$ cat src/rtl/jtpang_objdma.sv
// Sprite DMA engine: on a CPU go strobe, takes the Z80 bus and copies the
// object table from shared video RAM into the object line-buffer RAM.
// The read pipeline is one cen cycle deep: the byte addressed on one cen cycle
// is written on the next, so a lost bus discards exactly one in-flight read.
module jtpang_objdma #(
  parameter logic [11:0] SRC_BASE = 12'h000,
  parameter int unsigned LEN      = 512,
  parameter int unsigned OAW      = 9
) (
  input  logic           clk,
  input  logic           rst,
  input  logic           cen,
  input  logic           dma_go,
  output logic           busrq_n,
  input  logic           busak_n,
  output logic [11:0]    dma_addr,
  output logic           dma_rd,
  input  logic [7:0]     src_dout,
  output logic [OAW-1:0] obj_addr,
  output logic [7:0]     obj_din,
  output logic           obj_we,
  output logic           busy,
  output logic           done
);

  localparam int unsigned    CW   = 10;
  localparam logic [CW-1:0]  LAST = CW'(LEN - 1);

  typedef enum logic [2:0] {IDLE, REQ, COPY, FLUSH, REL} state_t;

  state_t          state;
  logic            go_q;
  logic            start_pend;
  logic            rd_valid;
  logic [CW-1:0]   rd_cnt;
  logic [CW-1:0]   wr_cnt;
  logic            go_edge;

  assign go_edge = dma_go & ~go_q;

  // Go-strobe history; kept running through reset so a level held across
  // reset is not mistaken for a fresh edge.
  always_ff @(posedge clk) begin
    go_q <= dma_go;
  end

  // Transfer sequencer with registered bus, read and write outputs.
  always_ff @(posedge clk) begin
    if (rst) begin
      state      <= IDLE;
      start_pend <= 1'b0;
      rd_valid   <= 1'b0;
      rd_cnt     <= '0;
      wr_cnt     <= '0;
      busrq_n    <= 1'b1;
      dma_rd     <= 1'b0;
      dma_addr   <= SRC_BASE;
      obj_addr   <= '0;
      obj_din    <= 8'd0;
      obj_we     <= 1'b0;
      busy       <= 1'b0;
      done       <= 1'b0;
    end else begin
      obj_we <= 1'b0;
      done   <= 1'b0;
      // An edge seen between cen cycles is held until the next one.
      if (go_edge && !busy) start_pend <= 1'b1;
      if (cen) begin
        start_pend <= 1'b0;
        case (state)
          IDLE: begin
            busrq_n <= 1'b1;
            if (start_pend || go_edge) begin
              state   <= REQ;
              busy    <= 1'b1;
              busrq_n <= 1'b0;
            end
          end
          REQ: begin
            busrq_n <= 1'b0;
            dma_rd  <= 1'b0;
            if (!busak_n) begin
              state    <= COPY;
              rd_cnt   <= wr_cnt;
              rd_valid <= 1'b0;
            end
          end
          COPY: begin
            if (busak_n) begin
              // Bus taken back: drop the pending read and retry from the
              // first byte not yet written.
              state    <= REQ;
              dma_rd   <= 1'b0;
              rd_cnt   <= wr_cnt;
              rd_valid <= 1'b0;
            end else begin
              if (rd_valid) begin
                obj_addr <= OAW'(wr_cnt);
                obj_din  <= src_dout;
                obj_we   <= 1'b1;
                wr_cnt   <= wr_cnt + CW'(1);
              end
              dma_rd   <= 1'b1;
              dma_addr <= SRC_BASE + 12'(rd_cnt);
              rd_cnt   <= rd_cnt + CW'(1);
              rd_valid <= 1'b1;
              if (rd_cnt == LAST) state <= FLUSH;
            end
          end
          FLUSH: begin
            dma_rd   <= 1'b0;
            obj_addr <= OAW'(wr_cnt);
            obj_din  <= src_dout;
            obj_we   <= 1'b1;
            wr_cnt   <= wr_cnt + CW'(1);
            rd_valid <= 1'b0;
            state    <= REL;
          end
          REL: begin
            busrq_n <= 1'b1;
            done    <= 1'b1;
            busy    <= 1'b0;
            rd_cnt  <= '0;
            wr_cnt  <= '0;
            state   <= IDLE;
          end
          default: state <= IDLE;
        endcase
      end
    end
  end

endmodule

$ cat config.mk
export PLATFORM = sky130hd
export DESIGN_NAME = jtpang_objdma
export DESIGN_NICKNAME = d
export VERILOG_FILES = /design/src/rtl/jtpang_objdma.sv
export SDC_FILE = /design/constraint.sdc
export NUM_CORES = 1
export LEC_CHECK = 0
export BUFFER_PORTS_ARGS = -buffer_cell sky130_fd_sc_hd__clkbuf_2
export CAP_MARGIN = 5
export CORE_MARGIN = 5
export CORE_UTILIZATION = 50
export DETAILED_ROUTE_END_ITERATION = 10
export PLACE_DENSITY_LB_ADDON = 0.12
export SETUP_SLACK_MARGIN = 0.2
export SKIP_LAST_GASP = 1
export SLEW_MARGIN = 5
export SYNTH_ARGS = -nofsm -noshare
export SYNTH_HDL_FRONTEND = slang
export SYNTH_SLANG_ARGS = --single-unit
$ cat constraint.sdc
create_clock -name clk -period 1.8 [get_ports clk]
set_clock_uncertainty 0.15 [all_clocks]
set_input_delay 0.09 -clock clk [delete_from_list [all_inputs] [get_ports clk]]
set_output_delay 0.09 -clock clk [all_outputs]
set_load 0.03 [all_outputs]
Yosys cells after proc, flatten, opt, wreduce, memory -nomap -nowiden
Index checks and enable logic that the tools add are counted.
- equality and inequality tests: 10
- bitwise gates (word level): 4
- add/subtract/negate cells: 2
- reduce and logical (&&, ||, !) cells: 23
- muxes and demuxes: 29
- operators with widths (kind ; number):
    case mux 10 bit (3 select lines) ; 2
    2-to-1 mux 10 bit ; 4
    adder 10 x 1 -> 10 bit (second input constant) ; 2
    2-to-1 mux 9 bit ; 2
    case mux 9 bit (2 select lines) ; 1
    2-to-1 mux 8 bit ; 2
    case mux 8 bit (2 select lines) ; 1
    2-to-1 mux 3 bit ; 4
    case mux 3 bit (4 select lines) ; 1
    AND reduction 3 bit ; 4
    AND reduction 4 bit ; 3
    nonzero test 3 bit ; 4
    == test 10 x 9 -> 1 bit (second input constant) ; 1
    inequality test 2 bit (second input constant) ; 4
    2-to-1 mux 1 bit ; 7
    == test 3 x 2 -> 1 bit (second input constant) ; 2
    case mux 1 bit (2 select lines) ; 3
    case mux 1 bit (3 select lines) ; 2
    nonzero test 2 bit ; 3
    OR reduction 2 bit ; 3
    AND reduction 2 bit ; 2
    == test 3 x 1 -> 1 bit (second input constant) ; 1
    == test 3 bit (second input constant) ; 1
    zero test 3 bit ; 1
    other kinds (6) ; 8
- word-level logic and storage cells: 82
- output and inout port bits: 34
- input bits: 13
- flip-flop bits (word level): 58

Longest topological paths before layout
Gate-level depths: netlist (run 1).
- word-level depth: 5
- mapped depth: 7
- depth with buffers taken out: 6

Worst setup path after synthesis (run 1)
OpenSTA, ideal clock, no wires.
- path type: reg2reg
- start: register rd_cnt[0]
- end: register state[2]
- library setup time: 0.070 ns
- stages on the path, launching flop included: 7
- path buffers: 0
- arrival time: 1.596 ns
- clock period less this slack: 1.816 ns
- path slack: -0.016 ns
- required time: 1.580 ns
- cells stage by stage: dfxtp_1 > ha_1 > nand4_1 > o21ai_0 > o311ai_2 > or3_1 > a21oi_1
- cells in the longest elaborated chain, start to end: 3
- ends and longest elaborated chain (element ; line ; text):
    start, declared ; 35 ; logic [CW-1:0] rd_cnt;
    start signal, assigned ; 84 ; rd_cnt <= wr_cnt;
    start signal, assigned ; 94 ; rd_cnt <= wr_cnt;
    start signal, assigned ; 105 ; rd_cnt <= rd_cnt + CW'(1);
    == test 10 x 9 -> 1 bit ; 107 ; if (rd_cnt == LAST) state <= FLUSH;
    inequality test 3 bit (no line) ; -- ;
    AND reduction 4 bit (no line) ; -- ;
    end signal, assigned ; 107 ;
    end signal, assigned ; 117 ; state <= REL;
    end signal, assigned ; 125 ; state <= IDLE;
    end, declared ; 31 ; state_t state;
Every way passes these cells.
A chain may end at the register's enable or synchronous reset.

Worst setup path after layout (run 1)
- start: register go_q
- end: register state[1]
- cells in the longest elaborated chain, start to end: 5
- ends and longest elaborated chain (element ; line ; text):
    start, declared ; 32 ; logic go_q;
    start signal, assigned ; 44 ; go_q <= dma_go;
    inverter 1 bit ; 39 ; assign go_edge = dma_go & ~go_q;
    AND 1 bit ; 39 ;
    logical OR 1 bit ; 73 ; if (start_pend || go_edge) begin
    inequality test 2 bit (no line) ; -- ;
    AND reduction 4 bit (no line) ; -- ;
    end signal, assigned ; 50 ; state <= IDLE;
    end signal, assigned ; 74 ; state <= REQ;
    end signal, assigned ; 83 ; state <= COPY;
Every way passes these cells.

==> summary.txt, run 1 <==
largest cells by area after synthesis = dfxtp_1, nand2_1, a21oi_1, nor2_1, mux2i_1
WS Path Type = reg -> reg
leakage = 1.505 nW
first-pass GRT wire length = 11.89 mm
Max-Cap Viols = 0
clk slew on worst S/H paths = 0.06 ns
M1 GR Usage = 0.2685
terminus of the critical flop-to-flop path = state[1]
Mapped Cells = 309
DIE AREA = 6887 um^2
hold depth = 2
Initial DRT Pass Iterations = 4
GP Congestion = 0.8246
Reg2Reg Setup Slack = 0.07 ns
hold crit path type = in -> reg
DRT iter0 DRCs = 155
Crit-path slowest cell = a221oi_2
Fillers = 404
Final setup violation count = 0
Reg2Reg Launch Point = go_q
Warnings, synthesis = 0
Worst setup EP type = register
die height = 82.99 um
Placed Cells = 444
area leader, netlist = dfxtp_1
synthesized cell area = 2664 um^2
M3 GR Usage = 0.06337
Seq cells post-synth = 58
n_diodes = 0
largest net degree at the start of global routing = 21
Top Usage Layer GRT = met2
post-synthesis sequential area ratio = 0.4359
number of synthesized flops with an enable pin = 0
H-Tree Depth = 3
post-synth cell types = 54
area growth from synthesis to layout = 40.68%
Worst Reg-to-Reg Cells = 5
post-route minimum period = 1.728 ns
CTS tree = yes
initial antenna violation count = 0
Synth Flop Type = dfxtp_1
Async SR Flop Fraction = 0
CP Max Fanout = 4
CP cell instances = or2b_1 > a221oi_2 > o311ai_4 > buf_4 > o41ai_2
Worst-Skew Late Latency = 0.33 ns
Antenna Violating Nets Remaining = 0
min-delay src = rst
final slew viol count = 0
Critical Path Start Type = register
Max Clock Freq = 578.8 MHz
DRC viols = 0
Avg Inst Size Synth = 8.621 um^2
clock sinks = 58
# rows = 26
final hold violations = 0
Crit path required time = 1.87 ns
worst vdd ir = 0.8478 mV
DPL Wire Length = 4.812 mm
Tot Pwr = 2.783 mW
Power Dens Cells = 742.7 nW/um^2
RSZ-0062 raised after global routing = yes
period utilization = 0.9598
detailed-route wire length per cell = 14.80 um
post-route non-filler standard cell count = 482
initial core utilization = 0.5183
buffer depth of the longest clock path = 2
# port buffers = 44
number of global-route vias before repair = 2,494
gr ovfl total = 0
die width = 82.99 um
drt via density = 5.278
clock root cell = clkbuf_8
nets = 422
CP max stage delay = 0.31 ns
outcome = complete, no violations
layout cells sized above 1 = 0.3738
total routed wirelength = 7.133 mm
Hold Slack = 0.07188 ns
Core Box Area = 5140 um^2
crit path DAT = 1.80 ns
total track usage = 0.2099
Layout Utilization = 0.7291
total number of vias = 2,544
top cell type's share of synthesized area = 0.4359
IO Pins = 47
Hold Crit Endpoint = dma_addr[3]
Num CTS Buffers = 9
met2 usage = 0.3433
## worst max-delay path by stage
| stage | from | endpoint | slack (ns) |
|---|---|---|---|
| CTS | rd_cnt[1] | state[2] | 0.08 |
| global placement | state[1] | state[0] | -0.03 |
| global route | state[1] | rd_cnt[4] | 0.03 |
| finish | go_q | state[1] | 0.07 |
| detailed placement | state[1] | state[0] | -0.07 |
| floorplan | rd_cnt[1] | state[2] | 0.19 |
## stage by stage
step,area [um^2],setup TNS (ns),setup WS [ns]
floorplan,2700,0,0.1920
global placement,3157,-0.04737,-0.03002
detailed placement,3157,-0.1499,-0.06710
CTS,3531,0,0.07730
global route,3747,0,0.02958
finish,3747,0,0.07243
## area by class of cell
cell class / count / area [um^2] / share of cell area
sequential: 58 / 1182 / 0.3155
timing repair buffer: 103 / 705.7 / 0.1883
multi-input combinational: 225 / 1526 / 0.4073
clock inverter: 2 / 35.03 / 0.009349
clock buffer: 14 / 172.7 / 0.04608
inverter: 10 / 37.54 / 0.01002
tap: 70 / 87.58 / 0.02337
## synthesized netlist by cell type, types with 2 or more instances
cell type,instances
a211oi_1,3
ha_1,2
a21boi_0,2
nor2b_1,4
mux2i_1,11
a32oi_1,3
o21ai_0,4
or3_1,2
nand2b_1,3
nor3b_1,2
and2b_1,2
nor2_1,36
nand2_1,53
inv_1,9
o311ai_2,2
nand3b_1,2
o32ai_1,5
clkbuf_8,4
nand3_1,8
o211ai_1,2
a21oi_1,34
dfxtp_1,58
nor3_1,7
xnor2_1,7
a2111oi_4,2
nand4_1,3
buf_4,4
nor2_2,2
clkbuf_1,6
a221oi_1,2
a31oi_1,2
## critical path, delay by kind of cell, from the launching register on
family / cells / cell delay (ns)
buffers and inverters: 1 / 0.17
flip-flops: 1 / 0.29
AO/OA/AOI/OAI: 3 / 0.75
AND/OR/NAND/NOR: 1 / 0.25
## cells in the final DEF (no fill, tap or decap), types with 7 or more instances in the layout
cell,n
buf_4,47
clkbuf_2,44
nand2_1,50
a21oi_1,31
nand3_1,8
xnor2_1,7
clkbuf_8,12
nor2_1,33
dlygate4sd3_1,9
mux2i_1,11
inv_1,9
dfxtp_1,51
## cells by family after synthesis
logic type               synth area share
AND/OR/NAND/NOR                    0.2151
AO/OA/AOI/OAI                      0.2043
flip-flops                         0.4359
buffers and inverters             0.06199
multiplexers                      0.04556
XOR/XNOR                          0.02630
adder cells (fa/ha/maj)          0.009393
other                            0.001408
## routing by layer
| metal | vias to the layer above | share of wire |
|---|---|---|
| met5 | - | 0 |
| met4 | 0 | 0.013 |
| met3 | 12 | 0.043 |
| met2 | 49 | 0.50 |
| met1 | 1204 | 0.44 |
| li1 | 1279 | - |
## power breakdown
part | switching [mW] | internal [mW]
combinational | 0.131 | 0.105
clock | 0.488 | 0.752
sequential | 0.0153 | 1.29
total | 0.634 | 2.15
## timing repair
item | 4_1_cts | 5_1_grt
hold buffers | 9 | 0
hold endpoints to repair | 9 | 0
endpoints found under the setup margin | 42 | 48
pin swaps | 2 | 22
resized for setup | 12 | 40
buffers inserted | 6 | 7
cloned | 0 | 0
## registers in the layout, summed over array words and instances (netlist names), 3 cells and up
name,count
dma_addr,10
rd_cnt,10
wr_cnt,10
obj_addr,9
obj_din,8
state,3
No activity file was read; power rests on OpenSTA's default activity.
==> run 2: changes to the inputs <==
--- a/config.mk
+++ b/config.mk
@@ -10,7 +10,7 @@
 export CORE_MARGIN = 5
 export CORE_UTILIZATION = 50
 export DETAILED_ROUTE_END_ITERATION = 10
-export PLACE_DENSITY_LB_ADDON = 0.12
+export PLACE_DENSITY = 0.75
 export SETUP_SLACK_MARGIN = 0.2
 export SKIP_LAST_GASP = 1
 export SLEW_MARGIN = 5
==> run 2 against run 1 <==
Cell count down 0.21%; global-route usage shrank 0.68 points; critical path depth increased by 1; core utilization decreased by 1.8 points; sequential power about the same; hold slack better by 0.053 ns; sequential share of layout area increased by 0.71 points; setup slack improved by 0.021 ns; largest cell class unchanged.
==> summary.txt, run 2 (synthesis results as in run 1) <==
Layout Utilization = 0.7115
cell area after placement = 3089 um^2
RSZ-0062 raised after global routing = yes
Tot Pwr = 2.795 mW
die width = 82.99 um
final slew viol count = 0
DRT iter0 DRCs = 276
Num CTS Buffers = 9
Placed Cells = 435
die height = 82.99 um
Initial DRT Pass Iterations = 5
total number of vias = 2,656
Tightest Pin Transition = 0.5340 ns
Rel. slew slack = 0.6440
Antenna Violating Nets Remaining = 0
most common cell after layout, fill and taps aside = dfxtp_1
Reg2Reg Setup Slack = 0.09 ns
CP max stage delay = 0.36 ns
CTS tree = yes
# port buffers = 44
Critical Path Start Type = register
CP cell instances = ha_4 > nand4_1 > o21ai_2 > o311ai_4 > buf_4 > o41ai_2
Crit-path slowest cell = dfxtp_4
IO Pins = 47
clock root cell = clkbuf_8
WS Path Type = reg -> reg
Hold Slack = 0.1252 ns
worst vdd ir = 0.6336 mV
Worst-Skew Late Latency = 0.35 ns
area growth from synthesis to layout = 37.29%
Regs by FF count = dma_addr: 10 flops, rd_cnt: 10 flops, wr_cnt: 10 flops
layout cells sized above 1 = 0.3333
initial core utilization = 0.5183
Storage cell area = 1180 um^2
Worst setup EP type = register
total track usage = 0.2030
Crit path required time = 1.88 ns
Switching Fraction = 0.2433
H-Tree Depth = 3
worst setup margin = 0.09353 ns
detailed-route wire length per cell = 14.68 um
nets = 421
clk slew on worst S/H paths = 0.07 ns
Multi-input gate area = 1453 um^2
post-route non-filler standard cell count = 481
setup slack at placement = -0.01675 ns
total routed wirelength = 7.061 mm
GP Congestion = 0.8634
final hold violations = 0
Fillers = 404
combinational share of power = 0.086
initial antenna violation count = 0
buffer depth of the longest clock path = 2
critical path's top delay family = compound AO/OA/AOI/OAI gates
Max Clock Freq = 586.0 MHz
largest net degree at the start of global routing = 27
clock sinks = 58
Power Dens Cells = 764.4 nW/um^2
Final setup violation count = 0
DIE AREA = 6887 um^2
DRC viols = 0
hold crit path type = in -> reg
Max-Cap Viols = 0
number of global-route vias before repair = 2,444
cell area after layout = 3657 um^2
Reg power frac = 0.467
post-route minimum period = 1.706 ns
setup tns final = 0 ns
WP buf/inv = 1
DPL Wire Length = 4.468 mm
n_diodes = 0
clock group share of total power = 0.447
most frequent cells in the layout = dfxtp_1, nand2_1, clkbuf_2
first-pass GRT wire length = 11.54 mm
outcome = complete, no violations
gr ovfl total = 0
# rows = 26
NetSw = 0.6800 mW
Internal = 2.115 mW
crit path DAT = 1.79 ns
CP Max Fanout = 4
Core Box Area = 5140 um^2
leakage = 1.478 nW
period utilization = 0.9480
drt via density = 5.522
[run 2: layout make-up]
class	instances	area share
clock buffer	12	0.04242
clock inverter	4	0.01368
inverter	10	0.01061
multi-input combinational	225	0.3972
sequential	58	0.3226
tap	70	0.02395
timing repair buffer	102	0.1895
[run 2: repair_timing]
item,CTS,global route
hold buffers,10,0
endpoints found under the setup margin,47,42
resized for setup,18,12
hold endpoints to repair,10,0
pin swaps,6,10
setup buffers,14,6
[run 2: layer usage]
layer  vias up  GRT usage  wire length (um)  share of wire
li1       1275          -                 -              -
met1      1219     0.2648              3037           0.43
met2       138     0.3061              3227           0.46
met3        24    0.06337               629          0.089
met4         0    0.09212               166          0.024
met5         -          0                 0              0
[run 2: final timing paths]
check	start	end	depth (start not counted)
worst max-delay path	rd_cnt[1]	state[1]	6
worst min-delay path	rst	done	2
worst min register to register	dma_addr[9]	dma_addr[9]	2
worst max register to register	rd_cnt[1]	state[1]	6
[run 2: power groups by stage]
stage | combinational, mW | sequential (mW) | clock [mW]
after floorplan | 0.109 | 1.34 | 0
after global placement | 0.163 | 1.34 | 0
after detailed placement | 0.164 | 1.34 | 0
after CTS | 0.214 | 1.31 | 1.26
after global routing | 0.258 | 1.31 | 1.33
final | 0.240 | 1.30 | 1.25
